==> config.mk <==
export PLATFORM = sky130hd
export DESIGN_NAME = promedio_uart_tx
export DESIGN_NICKNAME = d
export VERILOG_FILES = /design/src/rtl/promedio_uart_tx.sv
export SDC_FILE = /design/constraint.sdc
export NUM_CORES = 1
export LEC_CHECK = 0
export CORE_MARGIN = 1.5
export CORE_UTILIZATION = 50
export CTS_CLUSTER_SIZE = 10
export DETAILED_ROUTE_END_ITERATION = 10
export PLACE_DENSITY_LB_ADDON = 0.3
export SLEW_MARGIN = 25
export SYNTH_ARGS = -nofsm -noshare
export SYNTH_HDL_FRONTEND = slang
export SYNTH_SLANG_ARGS = --single-unit
==> constraint.sdc <==
create_clock -name clk -period 1.7 [get_ports clk]
set_input_delay 0.51 -clock clk [delete_from_list [all_inputs] [get_ports clk]]
set_output_delay 0.51 -clock clk [all_outputs]
set_load 0.01 [all_outputs]
==> src/rtl/promedio_uart_tx.sv <==
// UART-style serial transmitter for averaged sensor readings: start bit, N data bits LSB first, stop bit.
// A one-entry holding register absorbs a result arriving mid-frame; further losses set a sticky overrun flag.
module promedio_uart_tx #(
    parameter int N            = 8,
    parameter int CLKS_PER_BIT = 16
) (
    input  logic         clk,
    input  logic         reset,
    input  logic         en,
    input  logic [N-1:0] data_in,
    input  logic         data_valid,
    output logic         tx,
    output logic         busy,
    output logic         overrun
);

    localparam int CW = $clog2(CLKS_PER_BIT);
    localparam int BW = (N > 1) ? $clog2(N) : 1;

    typedef enum logic [1:0] {IDLE, START, DATA, STOP} state_t;

    state_t         state;
    logic [CW-1:0]  cnt;
    logic [BW-1:0]  bit_idx;
    logic [N-1:0]   shreg;
    logic [N-1:0]   hold;
    logic           hold_full;
    logic           baud_done;
    logic           launch;

    // A frame launches from IDLE, or chains directly out of the last stop-bit cycle.
    always_comb begin
        baud_done = (cnt == CW'(CLKS_PER_BIT - 1));
        launch    = 1'b0;
        if (state == IDLE || (state == STOP && baud_done))
            launch = data_valid || hold_full;
    end

    always_ff @(posedge clk) begin
        if (reset || !en) begin
            state     <= IDLE;
            cnt       <= '0;
            bit_idx   <= '0;
            shreg     <= '0;
            hold      <= '0;
            hold_full <= 1'b0;
            tx        <= 1'b1;
            busy      <= 1'b0;
            overrun   <= 1'b0;
        end else if (launch) begin
            state <= START;
            cnt   <= '0;
            tx    <= 1'b0;
            busy  <= 1'b1;
            // A held value goes out first; a coincident new value takes its place without overrun.
            if (hold_full) begin
                shreg     <= hold;
                hold_full <= data_valid;
                if (data_valid)
                    hold <= data_in;
            end else begin
                shreg <= data_in;
            end
        end else begin
            if (data_valid && state != IDLE) begin
                hold      <= data_in;
                hold_full <= 1'b1;
                if (hold_full)
                    overrun <= 1'b1;
            end
            case (state)
                START: begin
                    if (baud_done) begin
                        cnt     <= '0;
                        state   <= DATA;
                        bit_idx <= '0;
                        tx      <= shreg[0];
                        shreg   <= shreg >> 1;
                    end else begin
                        cnt <= cnt + CW'(1);
                    end
                end
                DATA: begin
                    if (baud_done) begin
                        cnt <= '0;
                        if (bit_idx == BW'(N - 1)) begin
                            state <= STOP;
                            tx    <= 1'b1;
                        end else begin
                            bit_idx <= bit_idx + BW'(1);
                            tx      <= shreg[0];
                            shreg   <= shreg >> 1;
                        end
                    end else begin
                        cnt <= cnt + CW'(1);
                    end
                end
                STOP: begin
                    if (baud_done) begin
                        cnt   <= '0;
                        state <= IDLE;
                        busy  <= 1'b0;
                    end else begin
                        cnt <= cnt + CW'(1);
                    end
                end
                default: cnt <= '0;
            endcase
        end
    end

endmodule

==> results.toml, run 1 <==
[status]
status = "finished, final reports clean"

[floorplanning]
ioPinCount = 15
die_area_um2 = 3230
die_w_um = 56.9
start_util_pct = 52.6
die_h_um = 56.9
rows = 19
coreArea_um2 = 2760

[sta]
relSlewSlack_pct = 79.8
min_period_ns = 1.60
whs_ns = 0.454
final-max-slew-violation-count = 0
rsz0062_at_grt = "false"
setup_violations = 0
hold_viol_final = 0
finalCritPeriodShare_pct = 94.2
max_slew.worst_pin.slew_ns = 0.302
fin_worst_skew_ns = 0.00673
clock.fmax_mhz = 624

[synth]
syn_area_um2 = 1450
ys.flop_type = "dfxtp_1"
syn-num-nets = 173
synth_top_area_share_pct = 40.0
yosysSeqAreaShare_pct = 40.0
syn_inst = 153
async_flop_share_pct = 0
syn_area_per_cell_um2 = 9.48
synthDistinctLibCells = 39
ys_ff_latch = 29
synth_edf_count = 0
ys.warnings.count = 0
yosysTopAreaCell = "dfxtp_1"
synth_area_leaders = "dfxtp_1, mux2i_1, ha_1"

[routing]
wl_met3_um = 136
drc_errors = 0
viasPerCell = 5.45
totalWireLength_um = 2920
wl_per_cell_um = 13.5
vias = 1177
met1_length_um = 1330
top_layer = "met4"
drtIter0Drc = 43
drtPass1Iterations = 4
ant_nets = 0
route.met2.wl_um = 1420

[cts]
cts_buffers = 5
htreeDepth = 2
root_buffer = "clkbuf_4"
cts_tree = "yes"
cts_hold_buf = 0
numClockSinks = 29
clkSlewWorstSetupHoldPaths_ns = 0.09
cts_max_path_buffers = 2
clk_latency_ns = 0.32

[power]
finalPower_mw = 1.36
p_per_area_nw_per_um2 = 761
ir_drop_mv = 0.624
p_leak_nw = 0.739

[critical_path]
required_ns = 1.95
slowest_delay_ns = 0.38
slowest_stage = "dfxtp_2"
endpoint_kind = "flip-flop"
r2r_cells = 7
crit_buf_inv = 2
cp-start-kind = "flip-flop"
worstSetupPathType = "reg2reg"
path_cells = "inv_1 -> ha_1 -> a41oi_4 -> nor2_2 -> buf_4 -> a21o_1 -> a31oi_1"
crit_family = "compound AO/OA/AOI/OAI gates"
cp_max_fo = 7
arrival_ns = 1.85
path_depth = 7

[finish]
multiInputGateArea_um2 = 792
area_delta_synth_final_pct = 23.0
n_fill_cell = 227
diodes = 0
drive_above_1_share_pct = 21.1
design.final.nets = 204
stdcell_area_um2 = 1780
regArea_um2 = 583
final-instance-count-excl-fill = 216

[global_routing]
grt_pass1_vias = 1112
antenna_found_initial = 0
grt_max_degree = 14
gr-usage-all-layers_pct = 20.1
grt_overflow_total = 0
grt_pass1_wl_um = 5050

[placement]
hpwl_um = 2110
numPortBuffers = 14
gp_congestion = 0.853
place_inst = 202
placed_cell_area_um2 = 1650

[run]
maxCapViolCount = 0

[hold_path]
hold_class = "reg2reg"
whs_path_depth = 1
-- cell type report --
class                      count  area share (%)
clock buffer                   7            3.65
inverter                       4           0.842
clock inverter                 1           0.281
timing repair buffer          32            15.9
sequential                    29            32.7
tap                           31            2.18
multi-input combinational    112            44.4
-- layer usage --
metal / GRT usage, % / up-vias
met5: 0 / -
met4: 5.98 / 0
met3: 6.45 / 5
met2: 32.7 / 18
met1: 25.4 / 550
li1: - / 604
-- cells in the final DEF, fill, tap and decap left out, types with 2 or more instances in the layout --
master	instances
a21o_1	7
a21oi_1	7
a31oi_1	8
buf_4	17
clkbuf_4	5
clkbuf_8	2
clkdlybuf4s50_1	11
dfxtp_1	27
dfxtp_2	2
dlygate4sd2_1	3
ha_1	7
inv_1	4
mux2i_1	15
nand2_1	20
nand3_1	4
nand4_1	2
nor2_1	14
o21ai_0	2
o21ai_1	3
or3_1	2
-- timing repair --
action / in CTS / in global routing
pin swaps: 0 / 2
setup endpoints to repair: 6 / 15
gates resized for setup: 4 / 4
setup buffers: 1 / 5
-- path summary, 6_finish.rpt --
check | slack [ns] | end | from
setup / recovery | 0.1 | shreg[0] | state[1]
hold / removal | 0.45 | cnt[0] | cnt[0]
setup reg to reg | 0.1 | shreg[0] | state[1]
hold reg to reg | 0.45 | cnt[0] | cnt[0]
-- registers in the layout (all words and copies together), names as in the netlist --
name / count
cnt: 4
hold: 8
tx: 1
state: 2
shreg: 8
overrun: 1
bit_idx: 3
busy: 1
hold_full: 1
-- cell families (layout without fill, tap and decap cells) --
logic type | count (synthesis) | in the layout | synth area share (%)
compound gates | 35 | 35 | 18.3
xor+xnor | 2 | 2 | 1.21
fa+ha+maj | 8 | 8 | 6.90
buf+inv | 12 | 44 | 5.69
flops | 29 | 29 | 40.0
mux | 16 | 16 | 11.1
simple gates | 51 | 51 | 16.7
-- synthesized netlist by cell type, types with 2 or more instances --
library cell,n
a21o_1,7
a21oi_1,7
a31oi_1,8
buf_2,2
buf_6,3
dfxtp_1,29
ha_1,8
inv_1,4
mux2i_1,15
nand2_1,20
nand3_1,4
nand4_1,2
nor2_1,14
o21ai_0,2
o21ai_1,3
or3_1,2
-- report_power, final --
part	leakage, nW	total (mW)	switching [mW]	internal [mW]
Combinational	0.462	0.180	0.0825	0.0971
Sequential	0.236	0.707	0.0105	0.696
Clock	0.0413	0.471	0.232	0.239
Total	0.739	1.36	0.325	1.03
-- worst register-to-register path: stages, from the launching register on --
cell     delay, ns
dfxtp_2       0.38
inv_1         0.07
ha_1          0.22
a41oi_4       0.28
nor2_2        0.08
buf_4         0.17
a21o_1        0.16
a31oi_1       0.16
-- through the flow --
step | setup WS [ns] | utilization (%) | setup TNS [ns]
after floorplan | 0.130 | - | 0
after global placement | 0.0156 | 59.9 | 0
after detailed placement | -0.0302 | 59.9 | -0.0308
after CTS | 0.0244 | 62.6 | 0
after global routing | 0.00790 | 64.7 | 0
final | 0.0978 | 64.7 | 0
Note: power is estimated with default switching activity, not from simulation.
==> inputs of run 2 (changes only) <==
--- a/config.mk
+++ b/config.mk
@@ -5,6 +5,7 @@
 export SDC_FILE = /design/constraint.sdc
 export NUM_CORES = 1
 export LEC_CHECK = 0
+export ABC_AREA = 1
 export CORE_MARGIN = 1.5
 export CORE_UTILIZATION = 50
 export CTS_CLUSTER_SIZE = 10
==> run 2 against run 1 <==
Wire length grew 1.0%. Power rose by 0.11%. First-iteration DRC count rose by 12%. Critical endpoint is now bit_idx[1]. Largest cell class unchanged. Highest routed layer unchanged.
==> results.toml, run 2 <==
[synth]
ys.flop_type = "dfxtp_1"
yosysSeqAreaShare_pct = 38.2
ys.warnings.count = 0
syn_inst = 208
ys_ff_latch = 29
synthDistinctLibCells = 25
yosysTopAreaCell = "dfxtp_1"
synth_top_area_share_pct = 38.2
async_flop_share_pct = 0
yosysMostFrequentCell = "nand2_1"
synth.top_cells.by_count = "nand2_1, nand3_1, dfxtp_1"
synth_edf_count = 0
syn_area_per_cell_um2 = 7.31
synth_area_leaders = "dfxtp_1, nand3_1, nand2_1"
syn-num-nets = 228
syn_area_um2 = 1520

[sta]
finalCritPeriodShare_pct = 96.6
finalSetupTns_ns = 0
min_period_ns = 1.64
clock.fmax_mhz = 609
final-max-slew-violation-count = 0
setup_violations = 0
max_slew.worst_pin.slew_ns = 0.435
hold_viol_final = 0
rsz0062_at_grt = "false"
fin_worst_skew_ns = 0.00439
relSlewSlack_pct = 70.9

[global_routing]
antenna_found_initial = 0
grt_pass1_vias = 1268
gr-usage-all-layers_pct = 20.5
grt_max_degree = 24
grt_pass1_wl_um = 5290
grt_overflow_total = 0

[placement]
place_inst = 255
gp_congestion = 0.790
numPortBuffers = 14
hpwl_um = 2170

[routing]
route.met2.wl_um = 1400
top_layer = "met4"
wl_met3_um = 105
totalWireLength_um = 2950
drc_errors = 0
drtIter0Drc = 48
met1_length_um = 1400
drtPass1Iterations = 6
ant_nets = 0
vias = 1351
wl_per_cell_um = 11.2
viasPerCell = 5.14

[critical_path]
endpoint_kind = "flip-flop"
cp-start-kind = "flip-flop"
cp_max_fo = 4
worstSetupPathType = "reg2reg"
required_ns = 1.96
arrival_ns = 1.91

[power]
p_leak_nw = 0.846
p_per_area_nw_per_um2 = 749
finalPower_mw = 1.36
ir_drop_mv = 0.544

[hold_path]
hold_class = "reg2reg"

[finish]
reg_top3 = "hold: 8 flops, shreg: 8 flops, cnt: 4 flops"
layout_commonest_cell = "nand2_1"
final-instance-count-excl-fill = 263
diodes = 0
area_delta_synth_final_pct = 19.3
mostFrequentLayoutCells = "nand2_1, nand3_1, dfxtp_1, nor2_1, inv_1"
design.final.nets = 251
fin_util_pct = 64.2
drive_above_1_share_pct = 15.1

[cts]
numClockSinks = 29
clkSlewWorstSetupHoldPaths_ns = 0.09
clk_latency_ns = 0.33
post_cts_buffers = 0
cts_max_path_buffers = 2
htreeDepth = 2
cts_tree = "yes"
cts_buffers = 5
root_buffer = "clkbuf_4"

[run]
maxCapViolCount = 0

[floorplanning]
rows = 19
die_area_um2 = 3380
coreArea_um2 = 2830
die_w_um = 58.2
start_util_pct = 53.8
ioPinCount = 15
die_h_um = 58.2

[status]
status = "finished, final reports clean"
-- run 2: final timing paths --
check	from	end	slack [ns]	cells past startpoint
worst max register to register	bit_idx[0]	bit_idx[1]	0.06	8
worst max-delay path	bit_idx[0]	bit_idx[1]	0.06	8
worst min-delay path	cnt[0]	cnt[0]	0.45	1
worst min register to register	cnt[0]	cnt[0]	0.45	1
-- run 2: power by group --
| part | switching (mW) | internal (mW) |
|---|---|---|
| Combinational | 0.0943 | 0.0796 |
| Sequential | 0.0111 | 0.695 |
| Clock | 0.239 | 0.239 |
| Total | 0.345 | 1.01 |
-- run 2: cells by family (layout without fill, tap and decap cells) --
group           Yosys count  after routing  synth area share (%)
simple gates            124            124                  38.7
flops                    29             29                  38.2
buf+inv                  28             52                  9.70
compound gates           18             18                  6.33
fa+ha+maj                 8              8                  6.58
xor+xnor                  1              1                 0.576
-- run 2: what timing repair did --
item,in CTS,in global routing
hold buffers,0,0
setup endpoints to repair,12,12
gates resized for setup,5,5
pin swaps,0,1
-- run 2: layout make-up --
class	count	area, um^2
tap	31	38.8
clock inverter	1	5.00
multi-input combinational	151	821
timing repair buffer	23	220
inverter	21	83.8
sequential	29	582
fill	261	1010
clock buffer	7	65.1
-- run 2: metal layers --
layer	GRT usage, %	up-vias
li1	-	721
met1	25.4	603
met2	33.4	22
met3	4.91	5
met4	9.63	0
met5	0	-
-- run 2: worst max-delay path, stage by stage, from the launching register on --
cell and delay [ns]:
dfxtp_1 0.34, ha_1 0.20, ha_1 0.21, nand2_1 0.11
inv_1 0.07, nor3_4 0.22, buf_4 0.18, nand3b_1 0.09
a21oi_1 0.16
-- run 2: metrics by stage --
| step | setup WS, ns | area [um^2] | hold slack [ns] |
|---|---|---|---|
| 2_1_floorplan | 0.237 | 1520 | 0.418 |
| 3_3_place_gp | -0.0919 | 1720 | 0.431 |
| 3_5_place_dp | -0.125 | 1720 | 0.434 |
| 4_1_cts | 0.0338 | 1790 | 0.455 |
| 5_1_grt | 0.00398 | 1820 | 0.481 |
| 6_report | 0.0578 | 1820 | 0.450 |
==> inputs of run 3 (changes only) <==
--- a/config.mk
+++ b/config.mk
@@ -6,11 +6,13 @@
 export NUM_CORES = 1
 export LEC_CHECK = 0
 export ABC_AREA = 1
+export ABC_CLOCK_PERIOD_IN_PS = 1700
 export CORE_MARGIN = 1.5
 export CORE_UTILIZATION = 50
 export CTS_CLUSTER_SIZE = 10
 export DETAILED_ROUTE_END_ITERATION = 10
 export PLACE_DENSITY_LB_ADDON = 0.3
+export SETUP_SLACK_MARGIN = 0.4
 export SLEW_MARGIN = 25
 export SYNTH_ARGS = -nofsm -noshare
 export SYNTH_HDL_FRONTEND = slang
==> run 3 against run 2 <==
Critical path depth did not move. Sequential cell count did not move. Design area rose by 21%. Critical path type unchanged. Largest cell class unchanged.
==> results.toml, run 3 (synthesized netlist as in run 2, its figures left out) <==
[status]
status = "finished, final reports clean"

[floorplanning]
rows = 19
die_w_um = 58.2
die_area_um2 = 3380
ioPinCount = 15
die_h_um = 58.2
coreArea_um2 = 2830
start_util_pct = 53.8

[sta]
max_slew.worst_pin.slew_ns = 0.324
fin_worst_skew_ns = 0.00905
finalSetupTns_ns = 0
finalCritPeriodShare_pct = 86.8
relSlewSlack_pct = 78.3
rsz0062_at_grt = "true"
setup_violations = 0
hold_viol_final = 0
clock.fmax_mhz = 678
min_period_ns = 1.48
whs_ns = 0.459
final-max-slew-violation-count = 0

[cts]
root_buffer = "clkbuf_4"
htreeDepth = 2
clk_latency_ns = 0.33
clkSlewWorstSetupHoldPaths_ns = 0.10
cts_max_path_buffers = 2
cts_tree = "yes"
numClockSinks = 29
cts_buffers = 5

[power]
p_per_area_nw_per_um2 = 653
p_leak_nw = 0.979
finalPower_mw = 1.44
ir_drop_mv = 0.648

[global_routing]
gr-usage-all-layers_pct = 23.7
grt_pass1_vias = 1398
antenna_found_initial = 0
grt_max_degree = 11
grt_overflow_total = 0
grt_pass1_wl_um = 6090

[critical_path]
required_ns = 1.93
cp-start-kind = "flip-flop"
worstSetupPathType = "reg2reg"
arrival_ns = 1.71
critPathLaunch = "state[0]"
endpoint_kind = "flip-flop"
cp_max_fo = 5
reg2reg_from = "state[0]"

[finish]
diodes = 0
stdcell_area_um2 = 2200
area_delta_synth_final_pct = 44.9
reg_top3 = "hold: 8 flops, shreg: 8 flops, cnt: 4 flops"
regArea_um2 = 597
n_fill_cell = 194
design.final.nets = 267
mostFrequentLayoutCells = "nand2_1, nand3_1, dfxtp_1, nor2_1, buf_4"
multiInputGateArea_um2 = 1040
layout_commonest_cell = "nand2_1"
drive_above_1_share_pct = 39.1
final-instance-count-excl-fill = 279

[run]
maxCapViolCount = 0

[routing]
ant_nets = 0
wl_per_cell_um = 12.8
totalWireLength_um = 3560
drtIter0Drc = 58
viasPerCell = 5.25
drc_errors = 0
drtPass1Iterations = 4
vias = 1466

[placement]
gp_congestion = 0.808
numPortBuffers = 14
place_inst = 259
hpwl_um = 2240
placed_cell_area_um2 = 1830

[hold_path]
hp-start = "cnt[0]"
hold_class = "reg2reg"
run 3: area by class of cell:
class,count,share of cell area (%)
tap,31,1.76
clock buffer,7,2.95
multi-input combinational,153,47.2
sequential,29,27.1
inverter,21,4.26
clock inverter,1,0.227
timing repair buffer,37,16.6
run 3: path summary, 6_finish.rpt:
kind,slack (ns),cells after the start,to
setup / recovery,0.22,8,bit_idx[0]
hold reg to reg,0.46,1,cnt[0]
setup reg to reg,0.22,8,bit_idx[0]
hold / removal,0.46,1,cnt[0]
run 3: per-stage QoR:
stage / utilization (%) / setup slack (ns)
6_report: 77.9 / 0.225
5_1_grt: 77.9 / 0.146
4_1_cts: 74.7 / 0.258
3_5_place_dp: 64.6 / -0.0496
3_3_place_gp: 64.6 / -0.00964
2_1_floorplan: - / 0.398
run 3: where the power goes:
| part | switching (mW) | leakage, nW | total, mW | internal, mW |
|---|---|---|---|---|
| registers | 0.0146 | 0.239 | 0.708 | 0.694 |
| clock network | 0.246 | 0.0413 | 0.486 | 0.239 |
| logic | 0.128 | 0.699 | 0.245 | 0.117 |
| total | 0.388 | 0.979 | 1.44 | 1.05 |
run 3: worst max-delay path, cell delays in order (launching register included):
cell     delay (ns)
dfxtp_4        0.38
inv_2          0.08
ha_4           0.19
nor2_2         0.09
nor3_4         0.26
buf_4          0.16
nand2_2        0.06
o21ai_1        0.11
nor2_1         0.04
run 3: what timing repair did:
item / CTS / global route
setup endpoints to repair: 28 / 32
pin swaps: 17 / 10
hold buffers: 0 / 0
cloned: 2 / 0
setup buffers: 6 / 4
gates resized for setup: 48 / 25
run 3: per-layer routing:
| metal | track usage, % | up-vias | routed length (um) |
|---|---|---|---|
| met3 | 5.36 | 7 | 128 |
| met2 | 39.0 | 31 | 1720 |
| li1 | - | 751 | - |
| met1 | 29.7 | 677 | 1640 |
| met5 | 0 | - | 0 |
| met4 | 10.3 | 0 | 65 |
